## src/rtl/regfile_writeback_queue_if.sv

```systemverilog
// regfile_writeback_queue_if: producer, register-file write and forwarding signals of the writeback queue
interface regfile_writeback_queue_if #(
  parameter int ADDR_W = 5,
  parameter int DATA_W = 32,
  parameter int CNT_W = 3
);
  logic alu_valid, alu_ready, mem_valid, mem_ready, wb_hold;
  logic write_enable, fwd1_hit, fwd2_hit, empty;
  logic [ADDR_W-1:0] alu_rd, mem_rd, write_reg_addr, fwd1_addr, fwd2_addr;
  logic [DATA_W-1:0] alu_data, mem_data, write_data, fwd1_data, fwd2_data;
  logic [CNT_W-1:0] count;
  modport master(
    output alu_valid, alu_rd, alu_data, mem_valid, mem_rd, mem_data, wb_hold, fwd1_addr, fwd2_addr,
    input alu_ready, mem_ready, write_enable, write_reg_addr, write_data, fwd1_hit, fwd1_data,
    fwd2_hit, fwd2_data, count, empty
  );
  modport slave(
    input alu_valid, alu_rd, alu_data, mem_valid, mem_rd, mem_data, wb_hold, fwd1_addr, fwd2_addr,
    output alu_ready, mem_ready, write_enable, write_reg_addr, write_data, fwd1_hit, fwd1_data,
    fwd2_hit, fwd2_data, count, empty
  );
endinterface

```

## src/rtl/regfile_writeback_queue.sv

```systemverilog
// regfile_writeback_queue: in-order writeback FIFO draining ALU/load results into the register file with forwarding
module regfile_writeback_queue #(
  parameter int DEPTH = 4,
  parameter int ADDR_W = 5,
  parameter int DATA_W = 32
) (
  input logic clk,
  input logic reset,
  regfile_writeback_queue_if.slave bus
);
  localparam int PW = $clog2(DEPTH);
  localparam int CW = PW + 1;
  logic [ADDR_W-1:0] rd_q [DEPTH];
  logic [DATA_W-1:0] data_q [DEPTH];
  logic [DEPTH-1:0] vld;
  logic [PW-1:0] rp, wp;
  logic [CW-1:0] cnt;
  logic not_full, push, pop;
  logic [ADDR_W-1:0] in_rd;
  logic [DATA_W-1:0] in_data;
  assign not_full = cnt != CW'(DEPTH);
  assign bus.mem_ready = reset & not_full;
  assign bus.alu_ready = reset & not_full & ~bus.mem_valid;
  assign in_rd = bus.mem_valid ? bus.mem_rd : bus.alu_rd;
  assign in_data = bus.mem_valid ? bus.mem_data : bus.alu_data;
  assign push = ((bus.mem_valid & bus.mem_ready) | (bus.alu_valid & bus.alu_ready)) & (in_rd != '0);
  assign pop = reset & (cnt != '0) & ~bus.wb_hold;
  assign bus.write_enable = pop;
  assign bus.write_reg_addr = rd_q[rp];
  assign bus.write_data = data_q[rp];
  assign bus.count = cnt;
  assign bus.empty = cnt == '0;
  // Pointer, occupancy and entry-valid bookkeeping; x0 writes never reach here as a push
  always_ff @(posedge clk) begin
    if (!reset) begin
      rp <= '0;
      wp <= '0;
      cnt <= '0;
      vld <= '0;
    end else begin
      if (push) vld[wp] <= 1'b1;
      if (pop) vld[rp] <= 1'b0;
      wp <= push ? wp + PW'(1) : wp;
      rp <= pop ? rp + PW'(1) : rp;
      cnt <= cnt + CW'(push) - CW'(pop);
    end
  end
  // Entry payload storage; contents are irrelevant until the valid bit is set
  always_ff @(posedge clk) begin
    if (push) begin
      rd_q[wp] <= in_rd;
      data_q[wp] <= in_data;
    end
  end
  // Forwarding: scan oldest to youngest so the entry nearest the tail wins
  always_comb begin
    bus.fwd1_hit = 1'b0;
    bus.fwd1_data = '0;
    bus.fwd2_hit = 1'b0;
    bus.fwd2_data = '0;
    for (int i = 0; i < DEPTH; i++) begin
      if (vld[rp + PW'(i)] && bus.fwd1_addr != '0 && rd_q[rp + PW'(i)] == bus.fwd1_addr) begin
        bus.fwd1_hit = 1'b1;
        bus.fwd1_data = data_q[rp + PW'(i)];
      end
      if (vld[rp + PW'(i)] && bus.fwd2_addr != '0 && rd_q[rp + PW'(i)] == bus.fwd2_addr) begin
        bus.fwd2_hit = 1'b1;
        bus.fwd2_data = data_q[rp + PW'(i)];
      end
    end
  end
endmodule
```

## src/flat_wrapper.sv

```systemverilog
// flat-port wrapper written by rule: the top's interface ports become plain ports
module regfile_writeback_queue_flat 
#(
  parameter int DEPTH = 4,
  parameter int ADDR_W = 5,
  parameter int DATA_W = 32
)
  (clk, reset, bus_alu_valid, bus_alu_rd, bus_alu_data, bus_mem_valid, bus_mem_rd, bus_mem_data, bus_wb_hold, bus_fwd1_addr, bus_fwd2_addr, bus_alu_ready, bus_mem_ready, bus_write_enable, bus_write_reg_addr, bus_write_data, bus_fwd1_hit, bus_fwd1_data, bus_fwd2_hit, bus_fwd2_data, bus_count, bus_empty);
  regfile_writeback_queue_if #(.ADDR_W(ADDR_W), .DATA_W(DATA_W)) bus_i ();
  input logic clk;
  input logic reset;
  input wire logic [$bits(bus_i.alu_valid)-1:0] bus_alu_valid;
  input wire logic [$bits(bus_i.alu_rd)-1:0] bus_alu_rd;
  input wire logic [$bits(bus_i.alu_data)-1:0] bus_alu_data;
  input wire logic [$bits(bus_i.mem_valid)-1:0] bus_mem_valid;
  input wire logic [$bits(bus_i.mem_rd)-1:0] bus_mem_rd;
  input wire logic [$bits(bus_i.mem_data)-1:0] bus_mem_data;
  input wire logic [$bits(bus_i.wb_hold)-1:0] bus_wb_hold;
  input wire logic [$bits(bus_i.fwd1_addr)-1:0] bus_fwd1_addr;
  input wire logic [$bits(bus_i.fwd2_addr)-1:0] bus_fwd2_addr;
  output wire logic [$bits(bus_i.alu_ready)-1:0] bus_alu_ready;
  output wire logic [$bits(bus_i.mem_ready)-1:0] bus_mem_ready;
  output wire logic [$bits(bus_i.write_enable)-1:0] bus_write_enable;
  output wire logic [$bits(bus_i.write_reg_addr)-1:0] bus_write_reg_addr;
  output wire logic [$bits(bus_i.write_data)-1:0] bus_write_data;
  output wire logic [$bits(bus_i.fwd1_hit)-1:0] bus_fwd1_hit;
  output wire logic [$bits(bus_i.fwd1_data)-1:0] bus_fwd1_data;
  output wire logic [$bits(bus_i.fwd2_hit)-1:0] bus_fwd2_hit;
  output wire logic [$bits(bus_i.fwd2_data)-1:0] bus_fwd2_data;
  output wire logic [$bits(bus_i.count)-1:0] bus_count;
  output wire logic [$bits(bus_i.empty)-1:0] bus_empty;
  assign bus_i.alu_valid = bus_alu_valid;
  assign bus_i.alu_rd = bus_alu_rd;
  assign bus_i.alu_data = bus_alu_data;
  assign bus_i.mem_valid = bus_mem_valid;
  assign bus_i.mem_rd = bus_mem_rd;
  assign bus_i.mem_data = bus_mem_data;
  assign bus_i.wb_hold = bus_wb_hold;
  assign bus_i.fwd1_addr = bus_fwd1_addr;
  assign bus_i.fwd2_addr = bus_fwd2_addr;
  assign bus_alu_ready = bus_i.alu_ready;
  assign bus_mem_ready = bus_i.mem_ready;
  assign bus_write_enable = bus_i.write_enable;
  assign bus_write_reg_addr = bus_i.write_reg_addr;
  assign bus_write_data = bus_i.write_data;
  assign bus_fwd1_hit = bus_i.fwd1_hit;
  assign bus_fwd1_data = bus_i.fwd1_data;
  assign bus_fwd2_hit = bus_i.fwd2_hit;
  assign bus_fwd2_data = bus_i.fwd2_data;
  assign bus_count = bus_i.count;
  assign bus_empty = bus_i.empty;
  regfile_writeback_queue #(.DEPTH(DEPTH), .ADDR_W(ADDR_W), .DATA_W(DATA_W)) u_core (.clk(clk), .reset(reset), .bus(bus_i));
endmodule
```

## config.mk

```make
export PLATFORM = sky130hd
export DESIGN_NAME = regfile_writeback_queue_flat
export DESIGN_NICKNAME = d
export VERILOG_FILES = /design/src/rtl/regfile_writeback_queue_if.sv /design/src/rtl/regfile_writeback_queue.sv /design/src/flat_wrapper.sv
export SDC_FILE = /design/constraint.sdc
export NUM_CORES = 1
export LEC_CHECK = 0
export BUFFER_PORTS_ARGS = -buffer_cell sky130_fd_sc_hd__buf_2
export CORE_MARGIN = 4
export CORE_UTILIZATION = 35
export CTS_CLUSTER_SIZE = 16
export DETAILED_ROUTE_END_ITERATION = 12
export HOLD_SLACK_MARGIN = 0.12
export RECOVER_POWER = 100
export SLEW_MARGIN = 0
export SYNTH_ARGS = -nofsm -noshare
export SYNTH_HDL_FRONTEND = slang
export SYNTH_SLANG_ARGS = --single-unit
```

## constraint.sdc

```tcl
create_clock -name clk -period 3.8 [get_ports clk]
set_input_delay 0.19 -clock clk [delete_from_list [all_inputs] [get_ports clk]]
set_output_delay 0.19 -clock clk [all_outputs]
set_load 0.02 [all_outputs]
```

== Word level (Yosys, flattened, before mapping) ==
Memories as Yosys holds them, arrays and structs flattened. A register that Yosys moved wholly into a read port is not among the register bits.
Index checks and enable logic that the tools add are counted.
Widths: inputs -> output; s select.

* Add/sub/neg operators: 6
* Multipliers: 0
* Div/mod/pow operators: 0
* $lt $le $gt $ge: 7
* Equal/unequal tests: 9
* Shift-type cells: 0
* Multiplexer cells: 39
* Bitwise operators: 13
* Reductions and logical operators: 23

{| class="wikitable"
|+ Operators with widths
! operator !! count
|-
| $mux 32 || 9
|-
| $eq 5x5->1 || 8
|-
| $logic_and 1x1->1 || 18
|-
| $mux 1 || 16
|-
| $lt 2x3->1 const B || 5
|-
| $reduce_bool 5->1 || 3
|-
| $mux 4 || 3
|-
| $bmux 1 s2 || 4
|-
| $mux 2 || 4
|-
| $and 1x1->1 || 7
|-
| $mux 5 || 1
|-
| $add 2x1->2 const B || 2
|-
| $add 2x2->2 const B || 2
|-
| $and 4x4->4 || 1
|-
| $demux 1 s2 || 2
|-
| $ge 2x1->1 const B || 2
|-
| $not 4->4 || 1
|-
| $or 4x4->4 || 1
|-
| $add 3x1->3 || 1
|-
| $logic_not 3->1 || 1
|-
| $ne 3x3->1 const B || 1
|-
| $reduce_bool 3->1 || 1
|-
| $sub 3x1->3 || 1
|-
| $not 1->1 || 2
|-
| $or 1x1->1 || 1
|}

* Bits in registers: 11
* Bits in latches: 0
* Bits in writable memories: 148
* ROM bits: 0
* Input port bits: 89
* Output and inout bits: 110
* Word-level logic and storage cells: 103
* Memories kept: 2

{| class="wikitable"
|+ Memories
! name !! words !! width !! rd ports !! clocked after memory_dff !! wr ports !! RTL line !! RTL
|-
| u_core.data_q || 4 || 32 || 4 || 1 || 1 || regfile_writeback_queue.sv:14 || <nowiki>logic [DATA_W-1:0] data_q [DEPTH];</nowiki>
|-
| u_core.rd_q || 4 || 5 || 4 || 1 || 1 || regfile_writeback_queue.sv:13 || <nowiki>logic [ADDR_W-1:0] rd_q [DEPTH];</nowiki>
|}

== Logic depth before layout (Yosys ltp) ==
Gate-level depths: netlist of the first run.

* Depth in word-level cells: 10
* Gate-level depth with buffers: 17
* Depth with buffers taken out: 10

== Worst setup path after synthesis of the first run ==
OpenSTA, ideal clock, no wires.

* Path type: register to output
* Start point: reg u_core.rp[0]
* End point: out bus_fwd1_data[22]
* Data arrival time: 3.866 ns
* Required time: 3.610 ns
* Path slack: -0.256 ns
* Stages on the path, launching flop included: 16
* Path buffers: 7
* Cell sequence: dfxtp_1 -> buf_6 -> buf_6 -> buf_6 -> buf_2 -> buf_2 -> inv_1 -> ha_1 -> buf_6 -> mux4_2 -> nor3_2 -> o221ai_2 -> nor2_2 -> buf_4 -> a211oi_1 -> a211oi_1

* Longest elaborated chain between the ends: 8
* Elaborated cells on any way between the ends: 28
* Those cells by class: add/sub: 3; eq/ne: 3; mux: 12; reduce/logical: 8; memory: 2

{| class="wikitable"
|+ RTL lines
! item !! RTL line !! RTL
|-
| from (decl) || regfile_writeback_queue.sv:16 || <nowiki>logic [PW-1:0] rp, wp;</nowiki>
|-
| from (signal assigned) || regfile_writeback_queue.sv:44 || <nowiki>rp <= pop ? rp + PW'(1) : rp;</nowiki>
|-
| branches (longest 7 deep; another with $mem_v2 4x5) || - ||
|-
| $mux 32 * || regfile_writeback_queue.sv:62 || <nowiki>if (vld[rp + PW'(i)] && bus.fwd1_addr != '0 && rd_q[rp + PW'(i)] == bus.fwd1_addr) begin</nowiki>
|-
| to (decl) || flat_wrapper.sv:27 || <nowiki>output wire logic [$bits(bus_i.fwd1_data)-1:0] bus_fwd1_data;</nowiki>
|}

Mark *: on every way between the ends. The select of a mux whose other input is x is not followed.

== Worst setup path after layout of the first run ==
* Start point: reg u_core.rp[0]
* End point: out bus_fwd1_data[30]

The elaborated chain is that of the path after synthesis.

==> results.sh, run 1 <==
export IMPL_status="complete, no violations"
export IMPL_wl_um=39700
export IMPL_core_um2=34500
export IMPL_ys_top_cells_by_count="148 x edfxtp_1, 145 x mux2i_1, 94 x mux4_2, 76 x nor2_1, 68 x mux2_2"
export IMPL_gp_congestion=0.836
export IMPL_grt_max_degree=47
export IMPL_num_io_pins=199
export IMPL_synth_top_cell_area_share_pct=36.3
export IMPL_end_kind="output pin"
export IMPL_fill_cells=3232
export IMPL_critPathRequiredTime_ps=3610
export IMPL_synth_cell_types=55
export IMPL_async_flop_share_pct=0
export IMPL_place_hpwl_um=26000
export IMPL_start_util_pct=35.4
export IMPL_path_cells="inv_4, ha_4, buf_6, mux4_2, and2_1, o221ai_2, or2_1, a311oi_1, o31ai_1, buf_2"
export IMPL_worst_slew_pin_slew_ps=1090
export IMPL_syn_to_final_growth_pct=23.3
export IMPL_htree_levels=4
export IMPL_hold_path_startpoint="bus_alu_data[28]"
export IMPL_grt_pass1_vias=9817
export IMPL_finalPower_mw=8.59
export IMPL_port_buffers=198
export IMPL_max_stage_delay_ps=550
export IMPL_p_leak_nw=5.12
export IMPL_die_area_um2=38000
export IMPL_stdcell_count=1659
export IMPL_clock_sinks=161
export IMPL_grt_overflow=0
export IMPL_nNetsFinal=1291
export IMPL_cp_start_kind="register"
export IMPL_layout_drive_gt1_share_pct=36.8
export IMPL_cap_viol_max_count=0
export IMPL_max_slew_margin_pct=27.3
export IMPL_cts_buffer_depth=2
export IMPL_avgSynthCellArea_um2=12.5
export IMPL_synth_cells=979
export IMPL_wire_per_inst_um=23.9
export IMPL_path_class="register to output pin"
export IMPL_antenna_found_initial=0
export IMPL_clk_pin_slew_worst_paths_ps=70
export IMPL_syn_area_um2=12200
export IMPL_numCtsBuffers=17
export IMPL_antenna_left=0
export IMPL_synthTopCellsByArea="edfxtp_1 36%, mux4_2 17%, mux2i_1 12%"
export IMPL_cts_root_buf="clkbuf_16"
export IMPL_p_per_area_nw_per_um2=569
export IMPL_clkLatencyLatePin_ps=430
export IMPL_grt_usage_pct=20.4
export IMPL_hold_class="input pin to register"
export IMPL_drc=0
export IMPL_cp_buffers_inverters=3
export IMPL_period_needed_ps=3740
export IMPL_seq_area_frac_synth_pct=38.4
export IMPL_place_inst=1573
export IMPL_via_count=9630
export IMPL_ys_ff_latch=161
export IMPL_drt_initial_drc_count=699
export IMPL_dr_pass1_iters=5
export IMPL_final_hold_violation_count=0
export IMPL_r2r_start="u_core.bus.count[1]"
export IMPL_die_w_um=195
export IMPL_worstPathMaxFanout=6
export IMPL_path_delay_family="compound AO/OA/AOI/OAI gates"
export IMPL_startpoint="u_core.rp[0]"
export IMPL_rsz0062_at_grt="true"
export IMPL_slowest_stage="mux4_2"
export IMPL_finalClockSkew_ps=9.17
export IMPL_finalSetupViolCount=0
export IMPL_die_y_um=195
export IMPL_timing_fmax_mhz=268
export IMPL_synthFlopType="edfxtp_1"
export IMPL_ir_drop_v=0.000330
export IMPL_syn_nets=1079
export IMPL_grt_pass1_wl_um=60400
export IMPL_drv_slew=0
export IMPL_row_count=68
export IMPL_reg2reg_slack_ps=1280
export IMPL_via_per_inst=5.80
export IMPL_synth_warnings=0
export IMPL_cts_tree="yes"
export IMPL_post_route_period_util_pct=98.4
export IMPL_cp_arrival_ps=3550
export IMPL_synth_most_common_cell="edfxtp_1"
export IMPL_synth_top_area_cell="edfxtp_1"
export IMPL_insertedDiodeCount=0
export IMPL_synth_edf_count=148
==> cells by family (layout without fill, tap and decap cells) <==
kind of cell / after synthesis / count (layout) / share of synthesized area [%]
DFF: 161 / 161 / 38.4
AOI/OAI and AO/OA: 112 / 112 / 7.52
muxes: 312 / 312 / 36.0
buffers and inverters: 107 / 332 / 4.47
and+or+nand+nor: 233 / 233 / 9.30
adders and majority gates: 11 / 11 / 1.19
xor gates and xnor gates: 43 / 43 / 3.08
==> path summary, 6_finish.rpt <==
check | cells past startpoint | end
worst max-delay path | 10 | bus_fwd1_data[30]
worst min-delay path | 2 | u_core.data_q[0][28]
worst max register to register | 10 | u_core.bus.count[2]
worst min register to register | 2 | u_core.wp[1]
==> final cells by class <==
class	instances	area, um^2	share of cell area, %
Multi-Input combinational cell	711	7260	48.1
Sequential cell	161	4710	31.2
Timing Repair Buffer	288	1930	12.8
Tap cell	455	569	3.77
Clock buffer	18	429	2.84
Clock inverter	14	144	0.953
Inverter	12	47.5	0.315
==> routing by layer <==
metal,GRT usage [%],part of all wire (%),up-vias
li1,-,-,4281
met1,26.7,42,4890
met2,34.7,50,411
met3,3.59,6.0,48
met4,6.05,1.8,0
met5,0,0,-
==> worst reg2reg max path: stages (launching register included) <==
cell and delay [ps]:
dfxtp_1 450, nor3_1 100, nor2_1 500, and2_0 240, ha_1 230, inv_1 60, ha_1 130, inv_1 50
fa_1 390, xnor2_1 130, and2_0 140
==> per-stage QoR <==
step / hold WS [ps] / setup slack (ps) / setup TNS, ps / utilization, % / cell area (um^2)
2_1_floorplan: 318 / 9.94 / 0 / - / 12400
3_3_place_gp: 538 / 428 / 0 / 40.3 / 13900
3_5_place_dp: 543 / 408 / 0 / 40.3 / 13900
4_1_cts: 120 / -1.06 / -1.06 / 43.1 / 14900
5_1_grt: 152 / -33.4 / -138 / 43.7 / 15100
6_report: 154 / 61.7 / 0 / 43.7 / 15100
==> cells in the final DEF (no fill, tap or decap), drive strengths merged, types with 27 or more instances in the layout <==
master,count
nand4,35
mux2i,146
buf,213
nor2,78
nand3,34
a21boi,31
mux4,95
o211ai,27
o2bb2ai,30
edfxtp,148
xnor2,32
clkbuf,68
mux2,71
nand2,42
==> state kept, by name (all words and copies together) (netlist names), named ones only <==
register	cells
u_core.data_q	128
u_core.rd_q	20
u_core.vld	4
u_core.bus.count	3
u_core.rp	2
u_core.wp	2
==> power breakdown <==
| group | internal (mW) | switching, mW | leakage [nW] | total (mW) |
|---|---|---|---|---|
| clock network | 0.928 | 0.780 | 0.281 | 1.71 |
| registers | 2.14 | 0.139 | 1.46 | 2.28 |
| logic | 1.98 | 2.62 | 3.38 | 4.60 |
| total | 5.05 | 3.54 | 5.12 | 8.59 |
==> repair_timing <==
item	in CTS	in global routing
gates cloned	1	2
endpoints found under the setup margin	6	64
gates resized for setup	6	37
setup buffers	11	16
hold buffers	25	0
pin swaps	1	8
endpoints found under the hold margin	50	0
Power figures use the tool's default switching activity.
==> run 2, diff against run 1 <==
--- a/config.mk
+++ b/config.mk
@@ -6,6 +6,7 @@
 export NUM_CORES = 1
 export LEC_CHECK = 0
 export BUFFER_PORTS_ARGS = -buffer_cell sky130_fd_sc_hd__buf_2
+export CORE_ASPECT_RATIO = 0.8
 export CORE_MARGIN = 4
 export CORE_UTILIZATION = 35
 export CTS_CLUSTER_SIZE = 16
==> run 2 against run 1 <==
  * Clock power is 6% higher
  * Via count is 2.3% higher
  * Flip-flop and latch count stayed put
  * Die area hardly changed
  * Design area is 1.9% higher
  * Count of clock-buffer cells in the layout is 3 higher
  * Critical path depth is 3 higher
  * First-iteration DRC count is 6.4% higher
  * Hold slack worse by 27 ps
  * Wire length is 4.8% higher
  * Sequential power is 2% higher
  * Total power is 3.1% higher
  * Critical path type unchanged
  * Highest routed layer unchanged
==> results.sh, run 2 (synthesis results as in run 1) <==
export IMPL_grt_pass1_wl_um=62100
export IMPL_cp_arrival_ps=3590
export IMPL_reg_largest_list="u_core.data_q: 128 flops, u_core.rd_q: 20 flops, u_core.vld: 4 flops"
export IMPL_critPathRequiredTime_ps=3610
export IMPL_routed_top_layer="met4"
export IMPL_grt_max_degree=75
export IMPL_insertedDiodeCount=0
export IMPL_max_stage_delay_ps=560
export IMPL_grt_usage_pct=21.3
export IMPL_drc=0
export IMPL_via_per_inst=5.87
export IMPL_place_inst=1584
export IMPL_status="complete, no violations"
export IMPL_worstPathMaxFanout=9
export IMPL_layout_drive_gt1_share_pct=40.1
export IMPL_die_w_um=217
export IMPL_startpoint="u_core.rp[0]"
export IMPL_wl_met2_um=19300
export IMPL_place_hpwl_um=27100
export IMPL_wl_um=41600
export IMPL_final_cell_mix="177 x buf_2, 148 x edfxtp_1, 145 x mux2i_1"
export IMPL_pre_cts_ws_ps=273
export IMPL_setup_tns_ps=0
export IMPL_clock_sinks=161
export IMPL_hold_path_startpoint="reset"
export IMPL_top_register="u_core.data_q"
export IMPL_cap_viol_max_count=0
export IMPL_max_slew_margin_pct=11.8
export IMPL_wl_met1_um=18300
export IMPL_numCtsBuffers=17
export IMPL_worst_slew_pin_slew_ps=1320
export IMPL_largest_register_ffs=128
export IMPL_wl_met3_um=3390
export IMPL_timing_fmax_mhz=265
export IMPL_row_count=60
export IMPL_dr_pass1_iters=7
export IMPL_setup_slack_ps=23.4
export IMPL_cp_start_kind="register"
export IMPL_post_route_period_util_pct=99.4
export IMPL_whs_ps=127
export IMPL_path_cells="clkinvlp_4, ha_4, buf_6, mux4_2, xnor2_2, nand2_2, nor4bb_4, buf_6, buf_12, buf_12, mux2_2, o2bb2ai_2, buf_2"
export IMPL_finalSetupViolCount=0
export IMPL_core_um2=34100
export IMPL_wire_per_inst_um=24.8
export IMPL_path_class="register to output pin"
export IMPL_syn_to_final_growth_pct=25.6
export IMPL_clk_pin_slew_worst_paths_ps=70
export IMPL_hold_class="input pin to register"
export IMPL_antenna_left=0
export IMPL_stdcell_count=1678
export IMPL_slowest_stage="mux4_2"
export IMPL_start_util_pct=35.9
export IMPL_gp_congestion=0.853
export IMPL_via_count=9850
export IMPL_drt_initial_drc_count=744
export IMPL_clkLatencyLatePin_ps=450
export IMPL_end_kind="output pin"
export IMPL_die_area_um2=38000
export IMPL_antenna_found_initial=0
export IMPL_num_io_pins=199
export IMPL_final_hold_violation_count=0
export IMPL_r2r_start="u_core.bus.count[1]"
export IMPL_cts_tree="yes"
export IMPL_p_leak_nw=5.29
export IMPL_cp_buffers_inverters=6
export IMPL_p_per_area_nw_per_um2=576
export IMPL_finalClockSkew_ps=11.3
export IMPL_path_delay_family="multiplexers"
export IMPL_drv_slew=0
export IMPL_cts_root_buf="clkbuf_16"
export IMPL_port_buffers=198
export IMPL_die_y_um=175
export IMPL_ir_drop_v=0.000322
export IMPL_final_common_cell="buf_2"
export IMPL_rsz0062_at_grt="true"
export IMPL_nNetsFinal=1300
export IMPL_htree_levels=4
export IMPL_period_needed_ps=3780
export IMPL_cts_buffer_depth=2
export IMPL_grt_overflow=0
export IMPL_grt_pass1_vias=9675
-- run 2: changes by cell type in the layout (fill, tap and decap cells not counted), sizes merged --
cell,change
clkinvlp,+1
clkbuf,-37
clkinv,+1
o211ai,+1
buf,+36
dlygate4sd3,+12
inv,-7
bufinv,+2
-- run 2: stage by stage --
step	util (%)	instance area [um^2]	power, mW
after detailed placement	40.8	13900	6.81
after global placement	40.8	13900	6.76
after CTS	44.2	15100	8.76
after floorplan	-	12400	5.64
after global routing	45.1	15400	9.32
final	45.1	15400	8.86
-- run 2: what timing repair did --
action	in CTS	in global routing
pin swaps	1	7
endpoints found under the hold margin	73	4
hold buffers	36	1
resized for setup	13	48
setup buffers	10	14
endpoints found under the setup margin	62	64
cloned	2	1
-- run 2: worst paths after layout --
kind,to,slack (ps),cells past startpoint
max,bus_fwd2_data[12],20,13
min,u_core.vld[3],130,2
max reg2reg,u_core.data_q[2][5],1150,6
min reg2reg,u_core.wp[1],570,2
-- run 2: layer usage --
layer / up-vias / track usage [%]
met4: 0 / 4.69
met1: 5020 / 30.6
met2: 489 / 33.4
met5: - / 0
met3: 37 / 4.34
li1: 4304 / -
-- run 2: area by class of cell --
class | instances | area [um^2]
multi-input combinational | 712 | 7320
sequential | 161 | 4710
clock inverter | 11 | 151
tap | 465 | 582
inverter | 12 | 48.8
clock buffer | 21 | 460
fill | 3176 | 18700
timing repair buffer | 296 | 2100
-- run 2: power breakdown --
group          internal [mW]  leakage (nW)  total, mW  switching, mW
sequential              2.14          1.46       2.32          0.179
combinational           2.08          3.53       4.72           2.64
clock                   1.08         0.299       1.82          0.745
total                   5.29          5.29       8.86           3.56
